===== config.mk =====
export PLATFORM = sky130hd
export DESIGN_NAME = sdf_r2_bfly_stage
export DESIGN_NICKNAME = d
export VERILOG_FILES = /design/src/rtl/sdf_pkg.sv /design/src/rtl/sdf_r2_butterfly.sv /design/src/rtl/sdf_r2_bfly_stage.sv
export SDC_FILE = /design/constraint.sdc
export NUM_CORES = 1
export LEC_CHECK = 0
export CAP_MARGIN = 20
export CORE_MARGIN = 8
export CORE_UTILIZATION = 51
export DETAILED_ROUTE_END_ITERATION = 12
export GPL_ROUTABILITY_DRIVEN = 0
export PLACE_DENSITY = 0.83
export SLEW_MARGIN = 15
export SYNTH_ARGS = -nofsm -noshare
export SYNTH_HDL_FRONTEND = slang
export SYNTH_HIERARCHICAL = 1
export SYNTH_SLANG_ARGS = --single-unit

===== constraint.sdc =====
create_clock -name clock -period 3.45 [get_ports clock]
set_input_delay 0.69 -clock clock [delete_from_list [all_inputs] [get_ports clock]]
set_output_delay 0.69 -clock clock [all_outputs]
set_load 0.01 [all_outputs]

===== src/rtl/sdf_pkg.sv =====
// Shared types and arithmetic helpers for the radix-2 SDF butterfly stage.
// Widths above SDF_MAX_W are not supported by the helper arithmetic.
package sdf_pkg;

  localparam int SDF_MAX_W  = 32;
  localparam int SDF_DATA_W = 16;

  typedef enum logic {
    FILL = 1'b0,
    BFLY = 1'b1
  } phase_e;

  typedef struct packed {
    logic signed [SDF_DATA_W-1:0] re;
    logic signed [SDF_DATA_W-1:0] im;
  } cplx_t;

  // v is a (w+1)-bit result sign-extended to SDF_MAX_W+1 bits; caller truncates to w bits.
  function automatic logic signed [SDF_MAX_W-1:0] scale_sat(
    input logic signed [SDF_MAX_W:0] v,
    input int                        w,
    input logic                      scale_en
  );
    logic signed [SDF_MAX_W:0] hi;
    logic signed [SDF_MAX_W:0] lo;
    logic signed [SDF_MAX_W:0] r;
    hi = (33'sd1 <<< (w - 1)) - 33'sd1;
    lo = -hi - 33'sd1;
    if (scale_en)     r = v >>> 1;
    else if (v > hi)  r = hi;
    else if (v < lo)  r = lo;
    else              r = v;
    return SDF_MAX_W'(r);
  endfunction

endpackage


===== src/rtl/sdf_r2_butterfly.sv =====
// Combinational radix-2 butterfly: a+b and a-b per component, with
// floor-halving (SCALE=1) or saturation to DATA_W (SCALE=0).
module sdf_r2_butterfly
  import sdf_pkg::*;
#(
  parameter int DATA_W = 16,
  parameter int SCALE  = 1
) (
  input  logic signed [DATA_W-1:0] a_re,
  input  logic signed [DATA_W-1:0] a_im,
  input  logic signed [DATA_W-1:0] b_re,
  input  logic signed [DATA_W-1:0] b_im,
  output logic signed [DATA_W-1:0] sum_re,
  output logic signed [DATA_W-1:0] sum_im,
  output logic signed [DATA_W-1:0] diff_re,
  output logic signed [DATA_W-1:0] diff_im
);

  localparam int   EW       = SDF_MAX_W + 1;
  localparam logic SCALE_EN = (SCALE != 0);

  logic signed [SDF_MAX_W:0] ar;
  logic signed [SDF_MAX_W:0] ai;
  logic signed [SDF_MAX_W:0] br;
  logic signed [SDF_MAX_W:0] bi;

  always_comb begin
    ar = EW'(a_re);
    ai = EW'(a_im);
    br = EW'(b_re);
    bi = EW'(b_im);
    sum_re  = DATA_W'(scale_sat(ar + br, DATA_W, SCALE_EN));
    sum_im  = DATA_W'(scale_sat(ai + bi, DATA_W, SCALE_EN));
    diff_re = DATA_W'(scale_sat(ar - br, DATA_W, SCALE_EN));
    diff_im = DATA_W'(scale_sat(ai - bi, DATA_W, SCALE_EN));
  end

endmodule


===== src/rtl/sdf_r2_bfly_stage.sv =====
// Radix-2 single-path delay-feedback butterfly stage; the delay line lives in
// an external 1W1R sync-read memory driven through the mem_* ports.
module sdf_r2_bfly_stage
  import sdf_pkg::*;
#(
  parameter int DATA_W = 16,
  parameter int DELAY  = 512,
  parameter int ADDR_W = 9,
  parameter int SCALE  = 1
) (
  input  logic                  clock,
  input  logic                  reset,
  input  logic                  in_valid,
  input  logic [DATA_W-1:0]     in_real,
  input  logic [DATA_W-1:0]     in_imag,
  input  logic                  in_last,
  output logic                  out_valid,
  output logic [DATA_W-1:0]     out_real,
  output logic [DATA_W-1:0]     out_imag,
  output logic                  out_last,
  output logic                  frame_err,
  output logic [ADDR_W-1:0]     mem_waddr,
  output logic                  mem_wen,
  output logic [2*DATA_W-1:0]   mem_wdata,
  output logic [ADDR_W-1:0]     mem_raddr,
  output logic                  mem_ren,
  input  logic [2*DATA_W-1:0]   mem_rdata
);

  localparam logic [ADDR_W-1:0] CNT_MAX = ADDR_W'(DELAY - 1);

  logic [ADDR_W-1:0] cnt_q, cnt_d;
  phase_e            phase_q, phase_d;
  logic              primed_q, primed_d;
  logic              frame_err_q, frame_err_d;
  logic              out_valid_q, out_valid_d;
  logic              out_last_q, out_last_d;
  logic [DATA_W-1:0] out_re_q, out_re_d;
  logic [DATA_W-1:0] out_im_q, out_im_d;

  logic              cnt_last;
  logic [DATA_W-1:0] rd_re, rd_im;
  logic [DATA_W-1:0] sum_re, sum_im, diff_re, diff_im;

  assign rd_re = mem_rdata[2*DATA_W-1:DATA_W];
  assign rd_im = mem_rdata[DATA_W-1:0];

  sdf_r2_butterfly #(
    .DATA_W (DATA_W),
    .SCALE  (SCALE)
  ) u_bfly (
    .a_re    (rd_re),
    .a_im    (rd_im),
    .b_re    (in_real),
    .b_im    (in_imag),
    .sum_re  (sum_re),
    .sum_im  (sum_im),
    .diff_re (diff_re),
    .diff_im (diff_im)
  );

  always_comb begin
    cnt_last    = (cnt_q == CNT_MAX);
    cnt_d       = cnt_q;
    phase_d     = phase_q;
    primed_d    = primed_q;
    frame_err_d = frame_err_q;
    out_valid_d = 1'b0;
    out_last_d  = 1'b0;
    out_re_d    = out_re_q;
    out_im_d    = out_im_q;
    mem_wen     = 1'b0;
    mem_wdata   = '0;

    if (in_valid) begin
      cnt_d   = cnt_last ? '0 : cnt_q + 1'b1;
      mem_wen = 1'b1;
      if (cnt_last) begin
        phase_d = (phase_q == FILL) ? BFLY : FILL;
        if (phase_q == BFLY) primed_d = 1'b1;
      end
      if (in_last && !(phase_q == BFLY && cnt_last)) frame_err_d = 1'b1;

      if (phase_q == FILL) begin
        mem_wdata = {in_real, in_imag};
        // Previous frame's differences drain out as the new frame fills.
        if (primed_q) begin
          out_valid_d = 1'b1;
          out_last_d  = cnt_last;
          out_re_d    = rd_re;
          out_im_d    = rd_im;
        end
      end else begin
        mem_wdata   = {diff_re, diff_im};
        out_valid_d = 1'b1;
        out_re_d    = sum_re;
        out_im_d    = sum_im;
      end
    end

    // Read one ahead so mem_rdata lines up with mem[cnt] on the next cycle.
    mem_raddr = !reset ? '0 : cnt_d;
    mem_waddr = cnt_q;
    mem_ren   = 1'b1;
  end

  always_ff @(posedge clock) begin
    if (!reset) begin
      cnt_q       <= '0;
      phase_q     <= FILL;
      primed_q    <= 1'b0;
      frame_err_q <= 1'b0;
      out_valid_q <= 1'b0;
      out_last_q  <= 1'b0;
      out_re_q    <= '0;
      out_im_q    <= '0;
    end else begin
      cnt_q       <= cnt_d;
      phase_q     <= phase_d;
      primed_q    <= primed_d;
      frame_err_q <= frame_err_d;
      out_valid_q <= out_valid_d;
      out_last_q  <= out_last_d;
      out_re_q    <= out_re_d;
      out_im_q    <= out_im_d;
    end
  end

  assign out_valid = out_valid_q;
  assign out_last  = out_last_q;
  assign out_real  = out_re_q;
  assign out_imag  = out_im_q;
  assign frame_err = frame_err_q;

endmodule


==> metrics.md, run 1 <==
| Metric | Value |
|---|---|
| # placed instances | 1192 |
| Clock root buffer | clkbuf_16 |
| Post-Syn Area | about 6000 sq um |
| Sequential area share after synthesis | 15.2% |
| Power density over cell area | 250 nW/um^2 |
| Internal | 1.47 mW |
| P_sw | 947 uW |
| Clock latency on the worst-skew pair | roughly 310 ps |
| Synth Area in Compound Gates | between 20% and 30% |
| Row count | 40 |
| RSZ-0062 raised after global routing | true |
| Synth Flop Type | dfxtp_1 |
| N_diodes | 0 |
| Synth warnings | 6 |
| Net count of the mapped netlist | 898 |
| Syn avg cell area | 7.95 sq um |
| Status | finished with violations |
| Async S/R FF share, synth | 0% |
| Crit path required time | 2760 ps |
| Adder-Cell Fraction of Synth Area | 14.3% |
| Final setup viols | 5 |
| DP Worst Slack | -899 ps |
| Multi-input logic area | 5270 sq um |
| Max-slew headroom | 50.5% |
| Post-synth top area cell | dfxtp_1 |
| Mux contribution to synthesized area | 10.9% |
| Avg WL per Cell | 20.4 microns |
| Hpwl dp | 16500 microns |
| CTS Buffer Depth | 2 |
| Cells after Synth | 763 |
| Global-route wire length before repair | 37400 microns |
| Register area | approximately 900 sq um |
| Initial antenna violation count | 0 |
| Main combinational cell family by area after synthesis | compound AO/OA/AOI/OAI gates |
| Peak supply drop | 208 uV |
| # hold bufs at CTS | 0 |
| Ranking of synthesized cells by area | dfxtp_1 (15%), ha_1 (13%), mux2i_1 (11%) |
| Area Overhead vs Synth | 59.5% |
| Fill count | 686 |
| Most numerous cell in the Yosys netlist | mux2i_1 |
| Core area | 11800 sq um |
| Unique masters post-synth | 72 |
| Die Height | ~130 microns |
| CP Class | primary input to output pin |
| Vias in the first global route | 7408 |
| Arrival @ worst endpoint | 2910 ps |
| Vias per std cell | 6.02 |
| Hold Crit Class | register to register |
| Tightest Pin Transition | between 700 and 800 ps |
| Share of layout cells above drive strength 1 | 34.7% |
| Leakage | 4.48 nW |
| Clk_skew | roughly 9.3 ps |
| XOR/XNOR share of the synthesized area | 6.93% |
| Startpoint type of the worst setup path | primary input |
| Iter 0 DRT Violations | 509 |
| Residual DRC | 0 |
| Layout Cells excl Fill | 1222 |
| Initial Util | 51.4% |
| Antenna Nets Post-Route | 0 |
| Post-layout min period | around 3600 ps |
| I/O pin count | ~160 |
| Total wire length | 24900 microns |
| Sw Ratio | 39.1% |
| Crit Path Max Fanout | 3 |
| Clock sinks | 46 |
| Setup crit end kind | output pin |
| Share of the synthesized area in the top cell type | 15.2% |
| Period utilization | 104% |
| Final-stage net count | 1209 |
| Final worst slack | -155 ps |
| Total track usage | between 20 and 30% |
| Simple-gate portion of the synthesized area | a little under a fifth |
| Clock network power share | 22.2% |
| 1st-pass router iterations | 5 |
| Violated checks | setup timing |
| Number of synthesized register bits | 46 |
| Tot Pwr | 2.42 mW |
| TritonCTS clock tree | done |
| Max-cap violation count | 0 |
| Area after DPL | 8830 sq um |
| Clock-pin slew on the worst setup and hold paths | 80 ps |
| Via count | ~7.4k |
| Most instantiated cells after synthesis | mux2i_1 (66), ha_1 (63), inv_1 (62), nor2_1 (55), nand2_1 (53) |
| TritonCTS buffer count | 5 |
| GRT overflow | 0 |
| Port bufs | between 150 and 200 |
| Die Area | 15600 sq um |
| Final Hold Viols | 0 |
| Slew Limit Fails | 0 |
| Die width | 125 microns |
| Reg power frac | roughly 22% |
| Post-synth EDFFs | 0 |
| Max Freq | 277 MHz |
| Largest net degree at the start of global routing | 41 |
| Gate power share | 55.7% |
| Post-route cell area | just under 10000 sq um |
| Setup TNS | -470 ps |
| CTS H-tree depth | 2 |
-- power by group through the flow --
stage	sequential, mW	combinational, mW	clock (mW)
CTS	0.536	1.21	0.541
floorplan	0.551	0.593	0
global route	0.537	1.42	0.565
finish	0.536	1.35	0.537
detailed placement	0.549	1.10	0
global placement	0.549	1.07	0
-- through the flow --
step                      util [%]  hold slack, ps
after global placement        74.8             445
after CTS                     80.8             468
after detailed placement      74.8             458
final                         81.9             469
after global routing          81.9             498
after floorplan                  -             427
-- worst max-delay path: stages --
cell	delay [ps]
buf_6	90
nor2b_4	130
fa_2	420
nor2b_4	140
o31a_1	250
o22ai_4	120
o41ai_2	230
buf_4	190
buf_6	100
a211o_1	120
nand3_1	70
mux2i_1	150
nor2b_1	60
buf_2	140
-- placed cells by master, fill, tap and decap left out, types with 7 or more instances in the layout --
cell and n:
xor2_1 11, dfxtp_1 45, nor2b_1 38, ha_1 37, o31ai_1 7, or3_1 8
o211ai_1 8, a21oi_1 33, xnor2_1 33, nor2_1 50, mux2i_1 66, buf_2 22
o21ai_0 14, clkdlybuf4s50_1 77, buf_6 16, ha_4 24, nand4_1 7, o21bai_1 7
nand3_1 12, nand2b_1 8, dlygate4sd2_1 29, inv_2 23, buf_4 190, a21o_1 8
o211a_1 32, nand2_1 51, nor3_1 16, inv_1 37, clkbuf_2 12
-- metal layers --
| layer | vias to the layer above | wire, microns | GRT usage [%] |
|---|---|---|---|
| met1 | 3493 | 9370 | 30.5 |
| met2 | 418 | 12700 | 53.8 |
| met5 | - | 0 | 0 |
| li1 | 3338 | - | - |
| met4 | 0 | 1220 | 12.9 |
| met3 | 110 | 1650 | 5.18 |
-- registers in the layout, indices dropped and copies added (netlist names) --
name       cells
mem_waddr      9
phase_q        1
frame_err      1
out_imag      16
primed_q       1
out_real      16
out_valid      1
out_last       1
-- logic make-up (layout without fill, tap and decap cells) --
group                      count (synthesis)  in the layout
AOI/OAI and AO/OA                        193            193
xor gates and xnor gates                  48             48
adders and majority gates                 67             67
buffers and inverters                    113            425
DFF                                       46             46
muxes                                     66             66
other                                      1              1
and+or+nand+nor                          229            229
-- layout make-up --
type,instances,share of cell area [%]
clock buffer,5,1.29
clock inverter,3,0.246
inverter,63,2.52
multi-input combinational,604,54.4
sequential,46,9.55
tap,147,1.90
timing repair buffer,354,30.0
-- final timing paths --
path                                       startpoint                         to  slack (ps)  depth (start not counted)
worst max-delay path                       in_imag[0]              mem_wdata[13]        -150                         14
worst min-delay path            primed_q$_SDFFE_PN0P_        out_last$_SDFF_PP0_         470                          2
worst max register to register   phase_q$_SDFFE_PN0P_  out_real[15]$_SDFFE_PN0P_        1660                          5
worst min register to register  primed_q$_SDFFE_PN0P_        out_last$_SDFF_PP0_         470                          2
-- what timing repair did --
item / 4_1_cts / 5_1_grt
pin swaps: 44 / 35
gates resized for setup: 270 / 75
hold endpoints to repair: 0 / 0
setup buffers: 17 / 6
cloned: 0 / 0
endpoints found under the setup margin: 29 / 21
No activity file was read; power rests on OpenSTA's default activity.
==> run 2: changes to the inputs <==
--- a/config.mk
+++ b/config.mk
@@ -6,12 +6,14 @@
 export NUM_CORES = 1
 export LEC_CHECK = 0
 export CAP_MARGIN = 20
+export CORE_ASPECT_RATIO = 0.75
 export CORE_MARGIN = 8
 export CORE_UTILIZATION = 51
 export DETAILED_ROUTE_END_ITERATION = 12
 export GPL_ROUTABILITY_DRIVEN = 0
 export PLACE_DENSITY = 0.83
-export SLEW_MARGIN = 15
+export REMOVE_ABC_BUFFERS = 1
+export SLEW_MARGIN = 20
 export SYNTH_ARGS = -nofsm -noshare
 export SYNTH_HDL_FRONTEND = slang
 export SYNTH_HIERARCHICAL = 1
==> metrics.md, run 2 (same netlist as run 1, synthesis figures left out) <==
| Metric | Value |
|---|---|
| Iter 0 DRT Violations | 838 (was 509) |
| Met3 Track Usage GR | 8.65% (was 5.18%) |
| TritonCTS buffer count | 5 (unchanged) |
| Via count | 7672 (was 7359) |
| Initial Util | 52.3% (was 51.4%) |
| Arrival @ worst endpoint | 2910 ps (about the same) |
| Peak supply drop | 188 uV (was 208 uV) |
| Total track usage | 29.5% (was 28.7%) |
| Die width | 142 microns (was 125 microns) |
| Final Hold Viols | 0 (unchanged) |
| Clock root buffer | clkbuf_16 (unchanged) |
| Antenna Nets Post-Route | 0 (unchanged) |
| GRT overflow | 0 (unchanged) |
| Core area | 11600 sq um (was 11800 sq um) |
| CP max-delay cell | fa_2 (unchanged) |
| Clk_skew | 6.29 ps (was 9.33 ps) |
| Clock latency on the worst-skew pair | 300 ps (was 310 ps) |
| N_diodes | 0 (unchanged) |
| Crit path largest cell delay | 360 ps (was 420 ps) |
| Global routing's busiest layer | met2 (unchanged) |
| Area Overhead vs Synth | 65.1% (was 59.5%) |
| Vias in the first global route | 7496 (was 7408) |
| Status | finished with violations (unchanged) |
| Tightest Pin Transition | 824 ps (was 736 ps) |
| Layout Utilization | 86.3% (was 81.9%) |
| TritonCTS clock tree | done (unchanged) |
| Crit Path Max Fanout | 3 (unchanged) |
| Largest net degree at the start of global routing | 45 (was 41) |
| Die Height | 110 microns (was 125 microns) |
| Power density over cell area | 251 nW/um^2 (was 250 nW/um^2) |
| I/O pin count | 155 (unchanged) |
| Leakage | 4.65 nW (was 4.48 nW) |
| Final setup viols | 9 (was 5) |
| CTS H-tree depth | 2 (unchanged) |
| Slew Limit Fails | 0 (unchanged) |
| CTS Buffer Depth | 2 (unchanged) |
| Share of layout cells above drive strength 1 | 36.9% (was 34.7%) |
| 1st-pass router iterations | 6 (was 5) |
| Most common cell after layout, fill and taps aside | buf_4 (unchanged) |
| Startpoint type of the worst setup path | primary input (unchanged) |
| Violated checks | setup timing (unchanged) |
| HP Start | primed_q$_SDFFE_PN0P_ (unchanged) |
| RSZ-0062 raised after global routing | true (unchanged) |
| Global-route wire length before repair | 38000 microns (was 37400 microns) |
| Clock sinks | 46 (unchanged) |
| Hpwl dp | 16600 microns (was 16500 microns) |
| Max Freq | 278 MHz (was 277 MHz) |
| Row count | 34 (was 40) |
| Initial antenna violation count | 1 (was 0) |
| Clock-pin slew on the worst setup and hold paths | 70 ps (was 80 ps) |
| Max-slew headroom | 43.7% (was 50.5%) |
| Setup TNS | -535 ps (was -470 ps) |
| Post-layout min period | 3600 ps (about the same) |
| Avg WL per Cell | 21.0 microns (was 20.4 microns) |
| Port bufs | 153 (unchanged) |
| Most frequent cells in the layout | buf_4 (205), clkdlybuf4s50_1 (81), mux2i_1 (66), nand2_1 (52), nor2_1 (50) (was buf_4 (190), clkdlybuf4s50_1 (77), mux2i_1 (66), nand2_1 (51), nor2_1 (50)) |
| Hold Crit Class | register to register (unchanged) |
| Setup crit end kind | output pin (unchanged) |
| # hold bufs at CTS | 0 (unchanged) |
| Final-stage net count | 1231 (was 1209) |
| Residual DRC | 0 (unchanged) |
| CP Class | primary input to output pin (unchanged) |
| Die Area | 15700 sq um (was 15600 sq um) |
| Max-cap violation count | 0 (unchanged) |
| Met1 Resource Use GR | 35.8% (was 30.5%) |
| R2R Path Start | phase_q$_SDFFE_PN0P_ (unchanged) |
| Most common cell type on the critical path | buf_6 |
| Final worst slack | -148 ps (was -155 ps) |
| Worst-path cell chain | buf_6 -> nor2b_4 -> fa_2 -> nor2b_2 -> o31a_1 -> o22ai_4 -> o41ai_2 -> buf_4 -> buf_6 -> a211o_1 -> nand3_1 -> mux2i_1 -> nor2b_1 -> buf_2 (was buf_6 -> nor2b_4 -> fa_2 -> nor2b_4 -> o31a_1 -> o22ai_4 -> o41ai_2 -> buf_4 -> buf_6 -> a211o_1 -> nand3_1 -> mux2i_1 -> nor2b_1 -> buf_2) |
| M2 GR Usage | 48.5% (was 53.8%) |
| Total wire length | 26400 microns (was 24900 microns) |
| Crit path required time | 2760 ps (about the same) |
| DP Worst Slack | -927 ps (was -899 ps) |
| Critical Path Start | in_imag[0] (unchanged) |
| Vias per std cell | 6.09 (was 6.02) |
| Period utilization | 104% (about the same) |
[run 2: layout make-up]
class	instances	area [sq um]
clock buffer	7	143
sequential	46	925
tap	162	203
multi-input combinational	604	5370
fill	587	1590
timing repair buffer	376	3120
inverter	63	248
clock inverter	1	8.76
[run 2: routing by layer]
metal  share of wire [%]  routed length (microns)
met2                  46                    12100
met1                  39                    10300
met4                 4.5                     1180
met5               0.049                       13
met3                  11                     2790
[run 2: timing repair]
item,CTS,global route
pin swaps,54,50
setup buffers,21,15
resized for setup,262,115
setup endpoints to repair,28,24
[run 2: path summary, 6_finish.rpt]
| kind | end | slack [ps] | depth (start not counted) |
|---|---|---|---|
| max | mem_wdata[13] | -150 | 14 |
| min | out_last$_SDFF_PP0_ | 450 | 2 |
| max reg2reg | out_real[15]$_SDFFE_PN0P_ | 1600 | 5 |
| min reg2reg | out_last$_SDFF_PP0_ | 450 | 2 |
[run 2: where the power goes]
| part | internal [mW] | leakage [nW] | switching (mW) | total (mW) |
|---|---|---|---|---|
| registers | 0.533 | 0.372 | 0.00356 | 0.536 |
| clock network | 0.293 | 0.0745 | 0.238 | 0.531 |
| logic | 0.726 | 4.20 | 0.723 | 1.45 |
| total | 1.55 | 4.65 | 0.965 | 2.52 |
[run 2: stage by stage]
step	instance area, sq um	instances	power (mW)	hold slack (ps)
2_1_floorplan	5760	713	1.12	427
3_3_place_gp	8960	1220	1.64	446
3_5_place_dp	8960	1220	1.67	446
4_1_cts	9670	1249	2.32	452
5_1_grt	10000	1259	2.62	505
6_report	10000	1259	2.52	453
[run 2: critical path: cells and delay by family]
family / cells / cell delay, ps
AOI/OAI and AO/OA: 4 / 790
adders and majority gates: 1 / 360
muxes: 1 / 140
buffers and inverters: 4 / 530
and+or+nand+nor: 4 / 400
